`src/rtl/lsu_pkg.sv`:
```
// Shared encodings for the block-RAM load/store unit: access sizes, FSM states
// and the alignment check used at request accept.
package lsu_pkg;

    typedef enum logic [1:0] {
        SZ_BYTE = 2'b00,
        SZ_HALF = 2'b01,
        SZ_WORD = 2'b10,
        SZ_RSVD = 2'b11
    } size_t;

    typedef enum logic [2:0] {
        ST_IDLE,
        ST_RD,
        ST_CAP,
        ST_WR,
        ST_RESP
    } lsu_state_t;

    // Reserved size is folded in here so the FSM sees a single reject term.
    function automatic logic align_err(input size_t size, input logic [1:0] lo2);
        case (size)
            SZ_BYTE: align_err = 1'b0;
            SZ_HALF: align_err = lo2[0];
            SZ_WORD: align_err = |lo2;
            default: align_err = 1'b1;
        endcase
    endfunction

endpackage

```
`src/rtl/lsu_lane.sv`:
```
// Byte-lane steering: extracts and extends load data from a RAM word and merges
// sub-word store data into the old word for read-modify-write.
module lsu_lane
    import lsu_pkg::*;
(
    input  logic [31:0] word,
    input  logic [1:0]  lane,
    input  size_t       size,
    input  logic        is_signed,
    input  logic [15:0] wdata,
    output logic [31:0] load_data,
    output logic [31:0] store_word
);

    logic [7:0]  byte_v;
    logic [15:0] half_v;

    always_comb begin
        byte_v = word[{lane, 3'b000} +: 8];
        half_v = word[{lane[1], 4'b0000} +: 16];
        case (size)
            SZ_BYTE: load_data = {{24{is_signed & byte_v[7]}}, byte_v};
            SZ_HALF: load_data = {{16{is_signed & half_v[15]}}, half_v};
            default: load_data = word;
        endcase
    end

    always_comb begin
        store_word = word;
        case (size)
            SZ_BYTE: store_word[{lane, 3'b000} +: 8]     = wdata[7:0];
            SZ_HALF: store_word[{lane[1], 4'b0000} +: 16] = wdata[15:0];
            default: store_word = word;
        endcase
    end

endmodule

```
`src/rtl/bram_lsu.sv`:
```
// Load/store initiator for a single-port 32-bit block RAM with one-cycle
// registered reads; sub-word stores are done as read-modify-write.
module bram_lsu
    import lsu_pkg::*;
#(
    parameter int ADR_WIDTH   = 11,
    parameter int CHECK_RANGE = 1
) (
    input  logic        sys_clk,
    input  logic        sys_rst,
    input  logic        req_valid,
    output logic        req_ready,
    input  logic        req_we,
    input  logic [1:0]  req_size,
    input  logic        req_signed,
    input  logic [15:0] req_addr,
    input  logic [31:0] req_wdata,
    output logic        resp_valid,
    output logic        resp_err,
    output logic [31:0] resp_rdata,
    output logic [15:0] mem_a,
    output logic        mem_we,
    output logic [31:0] mem_do,
    input  logic [31:0] mem_di
);

    // state | meaning
    // IDLE  | ready for a request
    // RD    | RAM samples mem_a at the end of this cycle
    // CAP   | mem_di holds the old word; extract load or merge store
    // WR    | mem_we high for this one cycle
    // RESP  | resp_valid pulse

    lsu_state_t  state_q, state_d;
    logic [1:0]  lane_q, lane_d;
    size_t       size_q, size_d;
    logic        signed_q, signed_d;
    logic        we_q, we_d;
    logic [15:0] wdata_q, wdata_d;
    logic [15:0] mem_a_q, mem_a_d;
    logic        mem_we_q, mem_we_d;
    logic [31:0] mem_do_q, mem_do_d;
    logic        resp_valid_q, resp_valid_d;
    logic        resp_err_q, resp_err_d;
    logic [31:0] resp_rdata_q, resp_rdata_d;
    logic        req_ready_q, req_ready_d;

    size_t       req_size_e;
    logic        range_err;
    logic        req_err;
    logic [31:0] load_data;
    logic [31:0] store_word;

    assign req_size_e = size_t'(req_size);
    assign range_err  = (CHECK_RANGE != 0) && ((req_addr >> ADR_WIDTH) != 16'd0);
    assign req_err    = align_err(req_size_e, req_addr[1:0]) || range_err;

    lsu_lane u_lane (
        .word       (mem_di),
        .lane       (lane_q),
        .size       (size_q),
        .is_signed  (signed_q),
        .wdata      (wdata_q),
        .load_data  (load_data),
        .store_word (store_word)
    );

    always_comb begin
        state_d      = state_q;
        lane_d       = lane_q;
        size_d       = size_q;
        signed_d     = signed_q;
        we_d         = we_q;
        wdata_d      = wdata_q;
        mem_a_d      = mem_a_q;
        mem_do_d     = mem_do_q;
        resp_rdata_d = resp_rdata_q;
        mem_we_d     = 1'b0;
        resp_valid_d = 1'b0;
        resp_err_d   = 1'b0;
        req_ready_d  = 1'b0;

        case (state_q)
            ST_IDLE: begin
                req_ready_d = 1'b1;
                if (req_valid) begin
                    req_ready_d = 1'b0;
                    lane_d      = req_addr[1:0];
                    size_d      = req_size_e;
                    signed_d    = req_signed;
                    we_d        = req_we;
                    wdata_d     = req_wdata[15:0];
                    mem_a_d     = {req_addr[15:2], 2'b00};
                    if (req_err) begin
                        state_d      = ST_RESP;
                        resp_valid_d = 1'b1;
                        resp_err_d   = 1'b1;
                    end else if (req_we && (req_size_e == SZ_WORD)) begin
                        state_d  = ST_WR;
                        mem_we_d = 1'b1;
                        mem_do_d = req_wdata;
                    end else begin
                        state_d = ST_RD;
                    end
                end
            end
            ST_RD: state_d = ST_CAP;
            ST_CAP: begin
                if (we_q) begin
                    state_d  = ST_WR;
                    mem_we_d = 1'b1;
                    mem_do_d = store_word;
                end else begin
                    state_d      = ST_RESP;
                    resp_valid_d = 1'b1;
                    resp_rdata_d = load_data;
                end
            end
            ST_WR: begin
                state_d      = ST_RESP;
                resp_valid_d = 1'b1;
            end
            ST_RESP: begin
                state_d     = ST_IDLE;
                req_ready_d = 1'b1;
            end
            default: begin
                state_d     = ST_IDLE;
                req_ready_d = 1'b1;
            end
        endcase
    end

    always_ff @(posedge sys_clk or posedge sys_rst) begin
        if (sys_rst) begin
            state_q      <= ST_IDLE;
            lane_q       <= 2'b00;
            size_q       <= SZ_BYTE;
            signed_q     <= 1'b0;
            we_q         <= 1'b0;
            wdata_q      <= 16'd0;
            mem_a_q      <= 16'd0;
            mem_we_q     <= 1'b0;
            mem_do_q     <= 32'd0;
            resp_valid_q <= 1'b0;
            resp_err_q   <= 1'b0;
            resp_rdata_q <= 32'd0;
            req_ready_q  <= 1'b1;
        end else begin
            state_q      <= state_d;
            lane_q       <= lane_d;
            size_q       <= size_d;
            signed_q     <= signed_d;
            we_q         <= we_d;
            wdata_q      <= wdata_d;
            mem_a_q      <= mem_a_d;
            mem_we_q     <= mem_we_d;
            mem_do_q     <= mem_do_d;
            resp_valid_q <= resp_valid_d;
            resp_err_q   <= resp_err_d;
            resp_rdata_q <= resp_rdata_d;
            req_ready_q  <= req_ready_d;
        end
    end

    assign req_ready  = req_ready_q;
    assign resp_valid = resp_valid_q;
    assign resp_err   = resp_err_q;
    assign resp_rdata = resp_rdata_q;
    assign mem_a      = mem_a_q;
    assign mem_we     = mem_we_q;
    assign mem_do     = mem_do_q;

endmodule

```
`config.mk`:
```
export PLATFORM = sky130hd
export DESIGN_NAME = bram_lsu
export DESIGN_NICKNAME = d
export VERILOG_FILES = /design/src/rtl/lsu_pkg.sv /design/src/rtl/lsu_lane.sv /design/src/rtl/bram_lsu.sv
export SDC_FILE = /design/constraint.sdc
export NUM_CORES = 1
export LEC_CHECK = 0
export CORE_UTILIZATION = 25
export DETAILED_ROUTE_END_ITERATION = 12
export DONT_BUFFER_PORTS = 1
export SYNTH_ARGS = -nofsm -noshare
export SYNTH_HDL_FRONTEND = slang
export SYNTH_SLANG_ARGS = --single-unit
```
`constraint.sdc`:
```
create_clock -name sys_clk -period 12.7 [get_ports sys_clk]
set_input_delay 3.81 -clock sys_clk [delete_from_list [all_inputs] [get_ports sys_clk]]
set_output_delay 3.81 -clock sys_clk [all_outputs]
set_load 0.02 [all_outputs]
```
==> results.toml <==
[setup_path]
critPathArrivalTime_ns = 5.61
cp-startpoint = "req_addr[15]"
critical_path_class = "primary input to flip-flop"
cp-end-kind = "flip-flop"
crit_required_ns = 12.95
crit_fanout = 17
r2r_slack_ns = 9.52
r2r-end = "mem_do[17]"
r2r_cells = 6
critPathLaunchType = "primary input"
regToRegStartpoint = "lane_q[0]"

[cts]
cts.repair.resized = 0
max-clock-path-buffers = 2
path_clk_slew_ns = 0.08
cts_hold_repair.buffers = 0
cts-root-buf = "clkbuf_16"
cts_tree = "built"
htreeDepth = 3
cts_buffers = 9
cts.sinks = 107
cts_setup_buffers = 0
clk_latency_ns = 0.36

[routing]
vias_per_cell = 5.29
drc_errors = 0
vias = 5138
antenna_left = 0
drt-total-wl_um = 21500
detail_route.wl_per_cell_um = 22.1
drt-initial-drc-count = 580
dr.pass1.iters = 6

[synth]
seq_area_frac_synth_pct = 45.0
synth.area.top_cells = "dfrtp_1 45%, nand2_1 10%, o211ai_1 5.2%"
synth_area_sq_um = 5960
yosysUniqueCellTypes = 56
synthArstFlopShare_pct = 100
synth_top_area_cell = "dfrtp_1"
synth_top_area_share_pct = 44.5
synth_edf_count = 0
syn_inst = 687
synth_flop_cell = "dfrtp_1"
synth_seq_cells = 107
synth_warnings = 0
avgSynthCellArea_sq_um = 8.67

[timing]
setup-tns-final_ns = 0
tightestPinTransition_ns = 1.14
finClkSkew_ns = 0.00715
max_freq_mhz = 187
slew_viol_final = 0
fin_crit_ns = 5.36
max_slew_margin_pct = 24.0
finalSetupViolations = 0
finalCritPeriodShare_pct = 42.2
rsz0062_at_grt = "false"
hold_violations = 0

[final_layout]
regArea_sq_um = 2680
num-nets-final = 739
drive_gt1_share_pct = 6.90
multiInputGateArea_sq_um = 2980
synthToLayoutAreaGrowth_pct = 9.54
fillers = 2544

[worst_hold_path]
hold_start = "wdata_q[15]"
hold_end = "wdata_q[15]"
holdPathStages = 2
worst_hold_path_type = "flip-flop to flip-flop"

[placed_design]
gp_congestion = 0.856
io_buffers = 0
place_hpwl_um = 15800

[power_and_ir_drop]
power_leakage_nw = 2.76
power_density_nw_per_um2 = 161
power.total_mw = 1.05
ir_worst_vdd_uv = 60.5

[grt]
grt_usage_pct = 17.7
grt_pass1_vias = 4845
antenna_found_initial = 1
grt_pass1_wl_um = 31700
grt-ovfl-total = 0
grt_max_degree = 75

[outcome]
status = "finished, final reports clean"

[die]
core_area_sq_um = 23400
die_height_um = 156
die_area_sq_um = 24400
die_w_um = 156
start_util_pct = 25.5
row_count = 56
ioPinCount = 171

[run]
drv_cap = 0
## flip-flops by register name, indices dropped and copies added, names as in the netlist
register and count:
we_q 1, lane_q 2, resp_valid 1, mem_do 32
resp_err 1, req_ready 1, wdata_q 16, resp_rdata 32
mem_we 1, size_q 2, mem_a 14, state_q 3
signed_q 1
## cell usage in the layout, fill, tap and decap left out, drive strengths merged, types with 8 or more instances in the layout
master  Yosys  final
nand2     166    166
dfrtp     106    106
o211ai     41     41
nand3      40     40
nor2       38     38
a21oi      27     27
o21ai      26     26
mux2i      19     19
o31ai      18     18
a31oi      16     16
inv        14     16
a22o       15     15
a211oi     10     10
nand4       9      9
o22ai       9      9
clkbuf     32      9
a41oi       8      8
a32o        8      8
mux2        8      8
## cell families (layout without fill, tap and decap cells)
logic type | Yosys count | count (layout) | share of synthesized area (%)
simple gates | 282 | 282 | 21.1
fa+ha+maj | 5 | 5 | 1.05
mux | 27 | 27 | 4.70
buf+inv | 73 | 37 | 5.27
flops | 107 | 107 | 45.0
compound gates | 192 | 192 | 22.9
other cells | 1 | 3 | 0.0630
## cell usage after synthesis, types with 7 or more instances
master	number
nand2_1	166
dfrtp_1	106
o211ai_1	41
nand3_1	40
nor2_1	36
clkbuf_1	31
a21oi_1	26
o21ai_0	26
mux2i_1	19
o31ai_1	18
a31oi_1	16
buf_2	16
a22o_1	15
inv_1	13
a211oi_1	10
nand4_1	9
o22ai_1	9
a32o_1	8
a41oi_1	8
a222oi_1	7
mux2_2	7
## worst max-delay path, stage by stage
cell and delay (ns):
nor3_1 0.29, and4_1 0.54, a21oi_4 0.24, inv_2 0.34
mux2_2 0.38
## per-layer routing
metal	vias to the layer above	share of wire (%)	GRT usage, %
met1	2497	41	22.6
met4	0	2.3	5.37
met3	26	11	7.64
li1	2403	-	-
met2	212	45	26.6
met5	-	0	0
## per-stage QoR
stage	instance area, sq um	utilization [%]	std cells	hold slack (ns)	setup slack [ns]
after floorplan	5960	-	688	0.467	6.07
after global placement	6160	26.3	955	0.518	7.02
after detailed placement	6160	26.3	955	0.528	6.95
after CTS	6520	27.9	971	0.548	7.34
after global routing	6530	27.9	972	0.595	7.19
final	6530	27.9	972	0.549	7.34
## power by group
group / switching, mW / internal [mW] / leakage, nW
clock: 0.139 / 0.196 / 0.173
sequential: 0.131 / 0.400 / 1.28
combinational: 0.114 / 0.0718 / 1.31
## layout make-up
cell class / count / share of cell area [%]
Inverter: 15 / 0.901
Multi-Input combinational cell: 508 / 45.7
Timing Repair Buffer: 6 / 0.690
Sequential cell: 107 / 41.1
Tap cell: 319 / 6.12
Antenna cell: 1 / 0.0384
Clock buffer: 9 / 3.45
Clock inverter: 7 / 2.03
## worst max path at each step
stage	to	slack, ns
after floorplan	lane_q[0]	6.07
after global placement	mem_do[28]	7.02
after detailed placement	mem_do[31]	6.95
after CTS	mem_do[31]	7.34
after global routing	mem_do[26]	7.19
final	mem_do[31]	7.34
Note: power is estimated with default switching activity, not from simulation.
